==> src/rtl/fetch_stage.sv <==
// Instruction fetch: PC register driving combinational imem, 1-cycle IF/ID latency; stall holds PC and IF/ID,
// redirect flushes IF/ID with a bubble and wins over stall. FETCH_PERF_EN builds fetch/stall counters.
module fetch_stage #(
   parameter logic [31:0] RESET_PC = 32'h0000_0000,
   parameter logic [31:0] NOP_WORD = 32'h0000_0000
) (
   input  logic        clk,
   input  logic        rst_n,
   input  logic        stall,
   input  logic        redirect,
   input  logic [31:0] redirect_target,
   output logic [31:0] address,
   input  logic [31:0] instruction,
   output logic [31:0] if_id_instruction,
   output logic [31:0] if_id_pc,
   output logic [31:0] if_id_pc_plus4,
   output logic        if_id_valid,
   output logic [31:0] fetch_count,
   output logic [31:0] stall_count
);

   logic [31:0] pc;
   logic [31:0] pc_plus4;

   assign pc_plus4 = pc + 32'd4;
   assign address  = pc;

   always_ff @(posedge clk) begin
      if (!rst_n) begin
         pc <= RESET_PC;
      end else if (redirect) begin
         pc <= {redirect_target[31:2], 2'b00};
      end else if (!stall) begin
         pc <= pc_plus4;
      end
   end

   // A redirect flushes even when stalled so no wrong-path word survives.
   always_ff @(posedge clk) begin
      if (!rst_n || redirect) begin
         if_id_instruction <= NOP_WORD;
         if_id_pc          <= 32'd0;
         if_id_pc_plus4    <= 32'd0;
         if_id_valid       <= 1'b0;
      end else if (!stall) begin
         if_id_instruction <= instruction;
         if_id_pc          <= pc;
         if_id_pc_plus4    <= pc_plus4;
         if_id_valid       <= 1'b1;
      end
   end

`ifdef FETCH_PERF_EN
   logic [31:0] fetch_cnt;
   logic [31:0] stall_cnt;

   always_ff @(posedge clk) begin
      if (!rst_n) begin
         fetch_cnt <= 32'd0;
         stall_cnt <= 32'd0;
      end else begin
         if (!redirect && !stall) fetch_cnt <= fetch_cnt + 32'd1;
         if (!redirect && stall)  stall_cnt <= stall_cnt + 32'd1;
      end
   end

   assign fetch_count = fetch_cnt;
   assign stall_count = stall_cnt;
`else
   assign fetch_count = 32'd0;
   assign stall_count = 32'd0;
`endif

endmodule

==> config.mk <==
export PLATFORM = sky130hd
export DESIGN_NAME = fetch_stage
export DESIGN_NICKNAME = d
export VERILOG_FILES = /design/src/rtl/fetch_stage.sv
export SDC_FILE = /design/constraint.sdc
export NUM_CORES = 1
export LEC_CHECK = 0
export CAP_MARGIN = 20
export CELL_PAD_IN_SITES_DETAIL_PLACEMENT = 1
export CELL_PAD_IN_SITES_GLOBAL_PLACEMENT = 1
export CORE_MARGIN = 1
export CORE_UTILIZATION = 33
export CTS_BUF_LIST = sky130_fd_sc_hd__clkbuf_16
export CTS_CLUSTER_DIAMETER = 100
export CTS_CLUSTER_SIZE = 16
export DETAILED_ROUTE_END_ITERATION = 7
export PLACE_DENSITY_LB_ADDON = 0.08
export SYNTH_ARGS = -nofsm -noshare
export SYNTH_HDL_FRONTEND = slang
export SYNTH_SLANG_ARGS = --single-unit
==> constraint.sdc <==
create_clock -name clk -period 5.1 [get_ports clk]
set_clock_uncertainty 0.1 [all_clocks]
set_input_delay 0.51 -clock clk [delete_from_list [all_inputs] [get_ports clk]]
set_output_delay 0.51 -clock clk [all_outputs]
set_load 0.01 [all_outputs]
==> metrics.cfg, run 1 <==
[outcome]
status = finished, final reports clean

[floorplan]
core_area_mm2 = 0.0180
rows = 49
fp.dieH_um = 137
fp.dieArea_mm2 = 0.0188
floorplan.initialDensity_pct = 33.6
io-pin-count = 261
die_width_um = 137

[worst_setup_path]
slowest_delay_ns = 1.06
crit_chain = ha_1, nand4_1, nor4_1, a311oi_1, nor3_1
cp_num_buf_inv = 0
startpoint_type = flip-flop
crit_family = simple AND/OR/NAND/NOR gates
critPathMaxFanout = 10
end_kind = flip-flop
ff2ff_path_depth = 5
cp.arrival_ns = 3.29
r2r_slack_ns = 2.06
critical_path_class = reg -> reg
critical_path_required_ns = 5.35
cp_slowest_cell = nor4_1
rr_endpoint = if_id_pc_plus4[30]
rr_startpoint = address[3]

[pwr]
power_density_mw_per_mm2 = 317
leakage_nw = 3.11
total_power_mw = 2.65
vdd_drop_max_mv = 0.257

[hold_path]
whs_path_depth = 2
holdCritPathClass = reg -> reg
hold_path_end = if_id_pc[30]
min_from = if_id_pc[30]

[clocking]
tritoncts = yes
postCtsSetupRepairBufs = 0
cts.sinks = 123
clk_path_buf_depth = 2
clockRootBuffer = clkbuf_16
cts_resized = 0
cts_made_buffers = 17
clk_pin_slew_worst_paths_ns = 0.06
clk_latency_ns = 0.43
htreeDepth = 4
ctsHoldBuffers = 0

[sta]
slew_headroom_pct = 26.9
grt_setup_unrepaired = no
worst_slack_ns = 2.06
setup_tns_ns = 0
fmax_mhz = 329
period_share_pct = 59.5
worstMarginPinSlew_ns = 1.09
setup_viol = 0
hold_violations = 0
report.final.slew_viol_count = 0
fin_crit_ns = 3.04
fin_hold_ws_ns = 0.366

[final_layout]
fin_area_mm2 = 0.00836
n_antenna_cell = 0
area_growth_pct = 38.5
layout.nets = 925
drive_gt1_share_pct = 4.95
final_common_cell = clkdlybuf4s50_1
layout_common_cells = clkdlybuf4s50_1, dfxtp_1, nor2_1, conb_1, mux2i_1

[synth]
synth_edf_count = 0
synth_area_mm2 = 0.00604
synth.distinct_cells = 48
synth_flop_cell = dfxtp_1
yosys_register_bits = 123
seq_area_frac_synth_pct = 40.8
avgSynthCellArea_um2 = 8.60
synth_cells = 702
async_reset_ff_share_pct = 0
yosysWarningCount = 0

[place]
io_buffers = 188
hpwl_mm = 13.5
postPlaceCellArea_mm2 = 0.00776
place.gp.congestion = 0.794
pre_cts_ws_ns = 2.13

[routing]
drt-total-wl_mm = 19.5
drtAntennaViolNets = 0
drt-initial-drc-count = 246
routedWlPerCell_um = 17.7
drc = 0
vias = 5493
viasPerCell = 5.00
drt_pass1_iterations = 4

[grt]
grt_first_pass_wirelength_mm = 30.1
grt-ovfl-total = 0
grt_max_degree = 68
grt_use_total_pct = 21.2
antenna_found_initial = 1
grt_pass1_vias = 5466

[job]
cap_violations = 0

## cell usage after synthesis, types with 12 or more instances
master | count | share of area, %
a21oi_1 | 27 | 2.2
o21ai_0 | 52 | 4.3
nand2_1 | 35 | 2.2
nand4_1 | 12 | 1.2
nor3_1 | 18 | 1.5
clkbuf_1 | 43 | 2.7
nor4_1 | 13 | 1.3
xnor2_1 | 18 | 2.6
nor2_1 | 75 | 4.7
nand3_1 | 21 | 1.7
dfxtp_1 | 123 | 41
buf_4 | 72 | 9.0
mux2i_1 | 56 | 9.3
a31oi_1 | 15 | 1.6
## worst max path at each step
stage | start | endpoint | slack, ns | cells past startpoint
2_1_floorplan | address[2] | if_id_pc_plus4[28] | 2.67 | 7
5_1_grt | address[2] | if_id_pc_plus4[26] | 1.82 | 5
3_5_place_dp | address[3] | if_id_pc_plus4[30] | 2.13 | 5
6_report | address[3] | if_id_pc_plus4[30] | 2.06 | 5
3_3_place_gp | address[3] | if_id_pc_plus4[28] | 2.21 | 5
4_1_cts | address[3] | if_id_pc_plus4[30] | 2.08 | 5
## sequential cells by signal, indices dropped and copies added (netlist names)
name	cells
address	30
if_id_instruction	32
if_id_pc	30
if_id_pc_plus4	30
if_id_valid	1
## per-layer routing
metal	up-vias	GRT usage (%)	wire length, µm
met5	-	0	0
met3	16	5.74	1240
met2	183	35.3	9500
met1	2644	26.2	8510
met4	0	7.57	217
li1	2650	-	-
## final cells by class
cell class	instances	area [µm²]
tap	229	287
fill	2095	9600
sequential	123	2460
timing repair buffer	197	1950
inverter	4	15.0
clock inverter	15	181
multi-input combinational	513	3050
clock buffer	17	425
## logic make-up (layout without fill, tap and decap cells)
kind of cell               after synthesis  in the layout  synth area share, %
and+or+nand+nor                        231            231                 19.8
buffers and inverters                  135            233                 13.2
AOI/OAI and AO/OA                      132            132                 13.3
DFF                                    123            123                 40.8
muxes                                   56             56                 9.29
xor gates and xnor gates                23             23                 3.34
adders and majority gates                1              1                0.207
other                                    1             70               0.0621
## through the flow
stage	util, %	cells
after floorplan	-	771
after global placement	43.2	1066
after detailed placement	43.2	1066
after CTS	46.6	1098
after global routing	46.6	1098
final	46.6	1098
## worst min-delay path: cells and delay by family, from the launching register on
| family | cells | cell delay [ns] |
|---|---|---|
| AO/OA/AOI/OAI | 1 | 0.05 |
| flip-flops | 1 | 0.31 |
| AND/OR/NAND/NOR | 1 | 0.06 |
## report_power, final
group	internal, mW	switching [mW]	leakage (nW)
sequential	1.00	0.0583	1.01
clock	0.806	0.451	0.282
combinational	0.169	0.162	1.82
total	1.98	0.671	3.11
No activity file was read; power rests on OpenSTA's default activity.
==> run 2: changes to the inputs <==
--- a/config.mk
+++ b/config.mk
@@ -9,7 +9,7 @@
 export CELL_PAD_IN_SITES_DETAIL_PLACEMENT = 1
 export CELL_PAD_IN_SITES_GLOBAL_PLACEMENT = 1
 export CORE_MARGIN = 1
-export CORE_UTILIZATION = 33
+export CORE_UTILIZATION = 27
 export CTS_BUF_LIST = sky130_fd_sc_hd__clkbuf_16
 export CTS_CLUSTER_DIAMETER = 100
 export CTS_CLUSTER_SIZE = 16
==> constraint.sdc (replaced) <==
create_clock -name clk -period 2.61 [get_ports clk]
set_clock_uncertainty 0.1 [all_clocks]
set_input_delay 0.261 -clock clk [delete_from_list [all_inputs] [get_ports clk]]
set_output_delay 0.261 -clock clk [all_outputs]
set_load 0.01 [all_outputs]
==> metrics.cfg, run 2 (synthesis gave the netlist of run 1 again) <==
[floorplan]
floorplan.initialDensity_pct = 27.6
rows = 54
die_width_um = 152
fp.dieArea_mm2 = 0.0230
fp.dieH_um = 152
core_area_mm2 = 0.0219
io-pin-count = 261

[clocking]
htreeDepth = 4
clockRootBuffer = clkbuf_16
clk_pin_slew_worst_paths_ns = 0.06
postCtsSetupRepairBufs = 0
cts_resized = 0
ctsHoldBuffers = 0
cts.sinks = 123
clk_latency_ns = 0.42
cts_made_buffers = 17
tritoncts = yes
clk_path_buf_depth = 2

[place]
place.gp.congestion = 0.782
pre_cts_ws_ns = 0.255
hpwl_mm = 14.7
io_buffers = 188
place_inst = 1146

[routing]
routedWlPerCell_um = 17.7
drt-total-wl_mm = 20.8
viasPerCell = 4.84
drt_pass1_iterations = 5
drtAntennaViolNets = 0
drc = 0
vias = 5707
drt-initial-drc-count = 226

[grt]
grt-ovfl-total = 0
grt_max_degree = 73
grt_use_total_pct = 18.4
grt_pass1_vias = 5771
grt_first_pass_wirelength_mm = 32.0
antenna_found_initial = 0

[sta]
worstMarginPinSlew_ns = 0.622
fin_crit_ns = 2.38
worst_slack_ns = 0.226
setup_tns_ns = 0
fmax_mhz = 420
report.final.slew_viol_count = 0
setup_viol = 0
hold_violations = 0
period_share_pct = 91.3
slew_headroom_pct = 58.1
grt_setup_unrepaired = no

[hold_path]
holdCritPathClass = in -> reg

[pwr]
p_switching_mw = 1.38
power_density_mw_per_mm2 = 601
vdd_drop_max_mv = 0.454
leakage_nw = 3.26
p_comb_share_pct = 14.0
p_sw_share_pct = 26.6
sequentialPowerShare_pct = 39.1
pwr-share-clk_pct = 46.9
p_int_mw = 3.81

[final_layout]
largest_register_ffs = 32
final_common_cell = clkdlybuf4s50_1
drive_gt1_share_pct = 8.57
finalNonFillerCells = 1178
top_register = if_id_instruction
layout_common_cells = clkdlybuf4s50_1, dfxtp_1, nor2_1, conb_1, mux2i_1
area_growth_pct = 43.3
layout.nets = 954
n_antenna_cell = 0

[worst_setup_path]
critPathMaxFanout = 7
startpoint_type = flip-flop
r2r_slack_ns = 0.23
critical_path_required_ns = 2.86
cp.arrival_ns = 2.63
end_kind = flip-flop
critical_path_class = reg -> reg

[outcome]
status = finished, final reports clean

[job]
cap_violations = 0

==> run 2: cell types whose count changed in the layout (fill, tap and decap cells not counted), moves of 2 or more <==
cell / previous run / this run
buf_4: 10 / 38
inv_6: 0 / 2
clkinv_2: 1 / 3
clkinv_4: 0 / 2
clkinv_1: 4 / 1
==> run 2: critical path: stages (launching register included) <==
cell	delay, ns
dfxtp_1	0.35
ha_1	0.34
nand4b_1	0.28
or4_1	0.68
or3_1	0.39
a31oi_1	0.16
==> run 2: worst paths after layout <==
check                           depth (start not counted)         startpoint           endpoint
worst max register to register                          5         address[2]        address[22]
worst min register to register                          2  if_id_pc_plus4[4]  if_id_pc_plus4[4]
worst min-delay path                                    3              stall  if_id_pc_plus4[3]
worst max-delay path                                    5         address[2]        address[22]
==> run 2: per-stage QoR <==
step	cell area, µm²	hold WS, ns	utilization (%)	power (mW)
2_1_floorplan	6300	0.299	-	2.49
3_3_place_gp	8050	0.351	36.8	2.79
3_5_place_dp	8050	0.357	36.8	2.80
4_1_cts	8650	0.131	39.5	5.27
5_1_grt	8650	0.146	39.5	5.42
6_report	8650	0.139	39.5	5.20
==> run 2: area by class of cell <==
type	count	area (µm²)
Fill cell	2575	13200
Multi-Input combinational cell	513	3050
Sequential cell	123	2460
Timing Repair Buffer	226	2180
Clock buffer	17	425
Tap cell	280	350
Clock inverter	15	174
Inverter	4	15.0
==> run 2: power by group through the flow <==
| stage | registers, mW | clock network [mW] | logic, mW |
|---|---|---|---|
| after global routing | 2.04 | 2.58 | 0.799 |
| after CTS | 2.03 | 2.50 | 0.738 |
| after global placement | 2.07 | 0 | 0.721 |
| final | 2.03 | 2.44 | 0.729 |
| after detailed placement | 2.07 | 0 | 0.733 |
| after floorplan | 2.08 | 0 | 0.408 |
==> run 2: routing by layer <==
metal,routed length [µm],global-route usage (%)
met5,0,0
met4,408,7.18
met3,1450,5.63
met2,10200,31.3
met1,8720,21.5
